File: src/rtl/alu_seq_ctrl_if.sv
// Bundle between the ALU sequencing controller and the front panel, the functional
// units and the display driver. The controller uses the master side.
interface alu_seq_ctrl_if;
    logic        start;
    logic [2:0]  portA;
    logic [2:0]  portB;
    logic [1:0]  opcode;
    logic [3:0]  sal_sh_l;
    logic [3:0]  sal_sh_r;
    logic [5:0]  sal_isZero;
    logic [3:0]  sal_div;
    logic        div_done;
    logic [2:0]  op_a;
    logic [2:0]  op_b;
    logic [3:0]  init;
    logic [15:0] int_bcd;
    logic        busy;
    logic        done;
    logic        err;

    modport master (
        input  start, portA, portB, opcode,
        input  sal_sh_l, sal_sh_r, sal_isZero, sal_div, div_done,
        output op_a, op_b, init, int_bcd, busy, done, err
    );

    modport slave (
        output start, portA, portB, opcode,
        output sal_sh_l, sal_sh_r, sal_isZero, sal_div, div_done,
        input  op_a, op_b, init, int_bcd, busy, done, err
    );
endinterface

File: src/rtl/alu_seq_ctrl.sv
// Sequencer for the 3-bit ALU: latches a request, pulses one functional unit,
// waits for its result and packs it into the 16-bit display word with status flags.
module alu_seq_ctrl #(
    parameter int COMB_LAT = 1,
    parameter int TIMEOUT  = 31
) (
    input  logic          clk,
    input  logic          rst,
    alu_seq_ctrl_if.master bus
);
    localparam int MAX_WAIT = (COMB_LAT > TIMEOUT) ? COMB_LAT : TIMEOUT;
    localparam int CNT_W    = $clog2(MAX_WAIT + 1);
    localparam logic [CNT_W-1:0] LAT_LAST = CNT_W'(COMB_LAT - 1);
    localparam logic [CNT_W-1:0] TO_LAST  = CNT_W'(TIMEOUT - 1);
    localparam logic [15:0]      ERR_WORD = {4'h3, 12'hFFF};

    typedef enum logic [1:0] {S_IDLE, S_ISSUE, S_WAIT} state_t;

    state_t           state_reg;
    logic             start_q_reg;
    logic             armed_reg;
    logic [1:0]       op_q_reg;
    logic [2:0]       op_a_reg;
    logic [2:0]       op_b_reg;
    logic [3:0]       init_reg;
    logic [15:0]      int_bcd_reg;
    logic             busy_reg;
    logic             done_reg;
    logic             err_reg;
    logic [CNT_W-1:0] cnt_reg;

    logic        accept;
    logic        div_by_zero;
    logic [3:0]  req_sel;
    logic [15:0] result_word;

    // armed_reg blocks a start level that was already high when reset released
    assign accept      = bus.start && !start_q_reg && armed_reg;
    assign div_by_zero = (bus.opcode == 2'b11) && (bus.portB == 3'b000);

    generate
        for (genvar gi = 0; gi < 4; gi++) begin : g_req_sel
            assign req_sel[gi] = (bus.opcode == 2'(gi));
        end
    endgenerate

    always_comb begin
        result_word = 16'h0000;
        case (op_q_reg)
            2'b00:   result_word = {4'h0, 8'h00, bus.sal_sh_l};
            2'b01:   result_word = {4'h1, 8'h00, bus.sal_sh_r};
            2'b10:   result_word = {4'h2, 6'h00, bus.sal_isZero};
            default: result_word = {4'h3, 8'h00, bus.sal_div};
        endcase
    end

    always_ff @(posedge clk or posedge rst) begin
        if (rst) begin
            state_reg   <= S_IDLE;
            start_q_reg <= 1'b0;
            armed_reg   <= 1'b0;
            op_q_reg    <= 2'b00;
            op_a_reg    <= 3'b000;
            op_b_reg    <= 3'b000;
            init_reg    <= 4'b0000;
            int_bcd_reg <= 16'h0000;
            busy_reg    <= 1'b0;
            done_reg    <= 1'b0;
            err_reg     <= 1'b0;
            cnt_reg     <= '0;
        end else begin
            start_q_reg <= bus.start;
            if (!bus.start) begin
                armed_reg <= 1'b1;
            end
            init_reg <= 4'b0000;
            done_reg <= 1'b0;

            case (state_reg)
                S_IDLE: begin
                    if (accept) begin
                        op_a_reg <= bus.portA;
                        op_b_reg <= bus.portB;
                        op_q_reg <= bus.opcode;
                        err_reg  <= 1'b0;
                        if (div_by_zero) begin
                            int_bcd_reg <= ERR_WORD;
                            err_reg     <= 1'b1;
                            done_reg    <= 1'b1;
                        end else begin
                            init_reg  <= req_sel;
                            busy_reg  <= 1'b1;
                            state_reg <= S_ISSUE;
                        end
                    end
                end
                S_ISSUE: begin
                    cnt_reg   <= '0;
                    state_reg <= S_WAIT;
                end
                S_WAIT: begin
                    cnt_reg <= cnt_reg + 1'b1;
                    if (op_q_reg != 2'b11) begin
                        if (cnt_reg == LAT_LAST) begin
                            int_bcd_reg <= result_word;
                            done_reg    <= 1'b1;
                            busy_reg    <= 1'b0;
                            state_reg   <= S_IDLE;
                        end
                    end else if (bus.div_done) begin
                        int_bcd_reg <= result_word;
                        done_reg    <= 1'b1;
                        busy_reg    <= 1'b0;
                        state_reg   <= S_IDLE;
                    end else if (cnt_reg == TO_LAST) begin
                        int_bcd_reg <= ERR_WORD;
                        err_reg     <= 1'b1;
                        done_reg    <= 1'b1;
                        busy_reg    <= 1'b0;
                        state_reg   <= S_IDLE;
                    end
                end
                default: begin
                    busy_reg  <= 1'b0;
                    state_reg <= S_IDLE;
                end
            endcase
        end
    end

    assign bus.op_a    = op_a_reg;
    assign bus.op_b    = op_b_reg;
    assign bus.init    = init_reg;
    assign bus.int_bcd = int_bcd_reg;
    assign bus.busy    = busy_reg;
    assign bus.done    = done_reg;
    assign bus.err     = err_reg;
endmodule
File: src/flat_wrapper.sv
// flat-port wrapper written by rule: the top's interface ports become plain ports
module alu_seq_ctrl_flat 
#(
    parameter int COMB_LAT = 1,
    parameter int TIMEOUT  = 31
)
  (clk, rst, bus_start, bus_portA, bus_portB, bus_opcode, bus_sal_sh_l, bus_sal_sh_r, bus_sal_isZero, bus_sal_div, bus_div_done, bus_op_a, bus_op_b, bus_init, bus_int_bcd, bus_busy, bus_done, bus_err);
  alu_seq_ctrl_if bus_i ();
  input  logic clk;
  input  logic rst;
  input wire logic [$bits(bus_i.start)-1:0] bus_start;
  input wire logic [$bits(bus_i.portA)-1:0] bus_portA;
  input wire logic [$bits(bus_i.portB)-1:0] bus_portB;
  input wire logic [$bits(bus_i.opcode)-1:0] bus_opcode;
  input wire logic [$bits(bus_i.sal_sh_l)-1:0] bus_sal_sh_l;
  input wire logic [$bits(bus_i.sal_sh_r)-1:0] bus_sal_sh_r;
  input wire logic [$bits(bus_i.sal_isZero)-1:0] bus_sal_isZero;
  input wire logic [$bits(bus_i.sal_div)-1:0] bus_sal_div;
  input wire logic [$bits(bus_i.div_done)-1:0] bus_div_done;
  output wire logic [$bits(bus_i.op_a)-1:0] bus_op_a;
  output wire logic [$bits(bus_i.op_b)-1:0] bus_op_b;
  output wire logic [$bits(bus_i.init)-1:0] bus_init;
  output wire logic [$bits(bus_i.int_bcd)-1:0] bus_int_bcd;
  output wire logic [$bits(bus_i.busy)-1:0] bus_busy;
  output wire logic [$bits(bus_i.done)-1:0] bus_done;
  output wire logic [$bits(bus_i.err)-1:0] bus_err;
  assign bus_i.start = bus_start;
  assign bus_i.portA = bus_portA;
  assign bus_i.portB = bus_portB;
  assign bus_i.opcode = bus_opcode;
  assign bus_i.sal_sh_l = bus_sal_sh_l;
  assign bus_i.sal_sh_r = bus_sal_sh_r;
  assign bus_i.sal_isZero = bus_sal_isZero;
  assign bus_i.sal_div = bus_sal_div;
  assign bus_i.div_done = bus_div_done;
  assign bus_op_a = bus_i.op_a;
  assign bus_op_b = bus_i.op_b;
  assign bus_init = bus_i.init;
  assign bus_int_bcd = bus_i.int_bcd;
  assign bus_busy = bus_i.busy;
  assign bus_done = bus_i.done;
  assign bus_err = bus_i.err;
  alu_seq_ctrl #(.COMB_LAT(COMB_LAT), .TIMEOUT(TIMEOUT)) u_core (.clk(clk), .rst(rst), .bus(bus_i));
endmodule
File: config.mk
export PLATFORM = sky130hd
export DESIGN_NAME = alu_seq_ctrl_flat
export DESIGN_NICKNAME = d
export VERILOG_FILES = /design/src/rtl/alu_seq_ctrl_if.sv /design/src/rtl/alu_seq_ctrl.sv /design/src/flat_wrapper.sv
export SDC_FILE = /design/constraint.sdc
export NUM_CORES = 1
export LEC_CHECK = 0
export ABC_AREA = 1
export ABC_CLOCK_PERIOD_IN_PS = 1700
export BUFFER_PORTS_ARGS = -buffer_cell sky130_fd_sc_hd__buf_2
export CAP_MARGIN = 20
export CORE_AREA = 2 2 81 83
export DETAILED_ROUTE_END_ITERATION = 6
export DIE_AREA = 0 0 83 85
export GPL_TIMING_DRIVEN = 0
export PLACE_DENSITY_LB_ADDON = 0.08
export SETUP_SLACK_MARGIN = 0.02
export SYNTH_ARGS = -nofsm -noshare
export SYNTH_HDL_FRONTEND = slang
export SYNTH_SLANG_ARGS = --single-unit
File: constraint.sdc
create_clock -name clk -period 1.7 [get_ports clk]
set_clock_uncertainty 0.05 [all_clocks]
set_input_delay 0.17 -clock clk [delete_from_list [all_inputs] [get_ports clk]]
set_output_delay 0.17 -clock clk [all_outputs]
set_load 0.05 [all_outputs]
==> results.toml <==
[run_status]
status = "finished, final reports clean"

[final_layout]
final_util = 0.417
final_net_count = 356
drive_above_1_share = 0.374
finalNonFillerCells = 398
syn_to_final_growth_pct = 44.0
largest_register_ffs = 9
antenna-diode-count = 0

[min_path]
hold_path_depth = 3
holdCritStartpoint = "bus_portA[2]"
hp-class = "primary input to flip-flop"

[critical_path]
cp-start-kind = "flip-flop"
crit_start = "u_core.state_reg[1]"
critPathCaptureType = "flip-flop"
reg2reg_from = "u_core.state_reg[1]"
crit_type = "flip-flop to flip-flop"
r2r_setup_slack_ns = 0.10
cp.required_ns = 1.89
reg2reg_depth = 8
crit_fanout = 9
arrival_ns = 1.78

[synth]
synth_area_um2 = 1800
synth.most_common_cell = "nand2_1"
ys_types = 20
yosys_warnings = 0
avgSynthCellArea_um2 = 7.49
synth_top_cell_by_area = "dfrtp_1"
syn_inst = 240
synthArstFlopShare = 1.00
synthTopCellsByCount = "nand2_1 (74), dfrtp_1 (33), nand3_1 (32)"
ys_seq_area_frac = 0.460
synth_seq_cells = 33
synth_top_area_share = 0.460
synth-edff-count = 0
ys_top_cells_by_area = "dfrtp_1 (46%), nand2_1 (15%), nand3_1 (8.9%)"
yosys_most_used_dff = "dfrtp_1"

[timing]
maxSlewHeadroom = 0.461
final_max_slew_viol_count = 0
final-hold-violation-count = 0
fin_crit_ns = 1.60
period_share = 0.938
rsz0062_at_grt = "true"
tightest_slew_ns = 0.808
clock.fmax_mhz = 627
hold_ws_ns = 0.0173
setup_viol_count_final = 0

[die]
io_pins = 59
core_um2 = 6200
fp.dieH_um = 85
dieArea_um2 = 7060
initial_core_util = 0.290
num_rows = 29
die_x_um = 83

[run]
max_cap_violations = 0

[route]
viasPerCell = 4.47
routed_wl_um = 4630
drt_iter0_markers = 37
drc = 0
vias = 1780
ant_nets = 0
drt_first_pass_iters = 4
wl_per_cell_um = 11.6

[pwr]
powerDensity_nw_per_um2 = 2030
p_leak_uw = 0.00139
vdd_drop_max_uv = 1260

[clocking]
cts_root_buffer = "clkbuf_8"
cts_buffer_depth = 2
cts.sink_count = 33
clk_latency_ns = 0.29
cts_tree = "done"
cts_buffers = 5
path_clk_slew_ns = 0.07
cts_max_level = 2

[grt]
grt_pass1_vias = 1712
grt_pass1_wl_um = 7810
grt_use_total = 0.138
antenna_found_initial = 0
grt_max_degree = 19
grt_overflow = 0

[placed_design]
hpwl_um = 3350
dp_cells = 375
port_buffers = 56
place_congestion = 0.762
==> path summary, 6_finish.rpt <==
check / to
setup / recovery: u_core.bus.int_bcd[12]
hold / removal: u_core.bus.op_a[2]
setup reg to reg: u_core.bus.int_bcd[12]
hold reg to reg: u_core.bus.int_bcd[4]
max in group asynchronous: u_core.cnt_reg[2]
min in group asynchronous: u_core.bus.op_a[2]
==> power by group <==
part	switching [uW]	total, uW	internal (uW)
sequential	176	1240	1070
clock	323	610	287
combinational	2270	3390	1120
total	2770	5240	2470
==> per-stage QoR <==
step           TNS [ns]  area [um^2]  power [uW]  setup WS [ns]
4_1_cts               0         2360        4840         0.0276
5_1_grt               0         2590        5660        0.00608
2_1_floorplan         0         1800        3440          0.137
3_5_place_dp      -1.52         2200        4080         -0.145
6_report              0         2590        5240          0.105
3_3_place_gp      -1.34         2180        4070         -0.134
==> repair_timing <==
item | in CTS | in global routing
setup buffers | 2 | 10
pin swaps | 2 | 9
resized for setup | 9 | 39
endpoints found under the setup margin | 21 | 25
endpoints found under the hold margin | 11 | 0
hold buffers | 2 | 0
gates cloned | 1 | 1
==> worst max-delay path: stages, from the launching register on <==
cell	delay [ns]
dfrtp_1	0.43
inv_2	0.08
ha_1	0.15
buf_6	0.15
nor2_2	0.07
a21oi_4	0.27
buf_6	0.19
nand3_1	0.09
nand2_1	0.07
==> placed cells by master, fill, tap and decap left out, types with 2 or more instances in the layout <==
cell           instances
nand2_1               66
buf_2                 57
dfrtp_1               33
nand3_1               30
inv_1                 24
nor2_1                19
buf_4                 16
nand2_2               10
buf_6                  8
o21ai_0                8
nor3_1                 6
inv_2                  5
clkbuf_8               5
nand4_1                3
a21oi_1                3
ha_4                   3
ha_1                   3
clkinvlp_4             3
nor2_4                 2
nor2_2                 2
nand2_4                2
conb_1                 2
dlygate4sd3_1          2
==> layout make-up <==
class	count	area [um^2]
Tap cell	77	96.3
Inverter	29	109
Sequential cell	33	826
Fill cell	660	3620
Multi-Input combinational cell	167	922
Clock buffer	5	68.8
Timing Repair Buffer	72	444
Buffer	12	98.8
Clock inverter	3	22.5
==> cells by family after synthesis <==
| group | synth area share |
|---|---|
| adder cells (fa/ha/maj) | 0.0418 |
| other | 0.00209 |
| AO/OA/AOI/OAI | 0.0494 |
| AND/OR/NAND/NOR | 0.337 |
| flip-flops | 0.460 |
| buffers and inverters | 0.110 |
==> layer usage <==
| metal | part of all wire | track usage |
|---|---|---|
| met3 | 0.054 | 0.0409 |
| met1 | 0.46 | 0.182 |
| met2 | 0.47 | 0.220 |
| met4 | 0.013 | 0.0447 |
| met5 | 0 | 0 |
(Power assumes the default switching activity.)
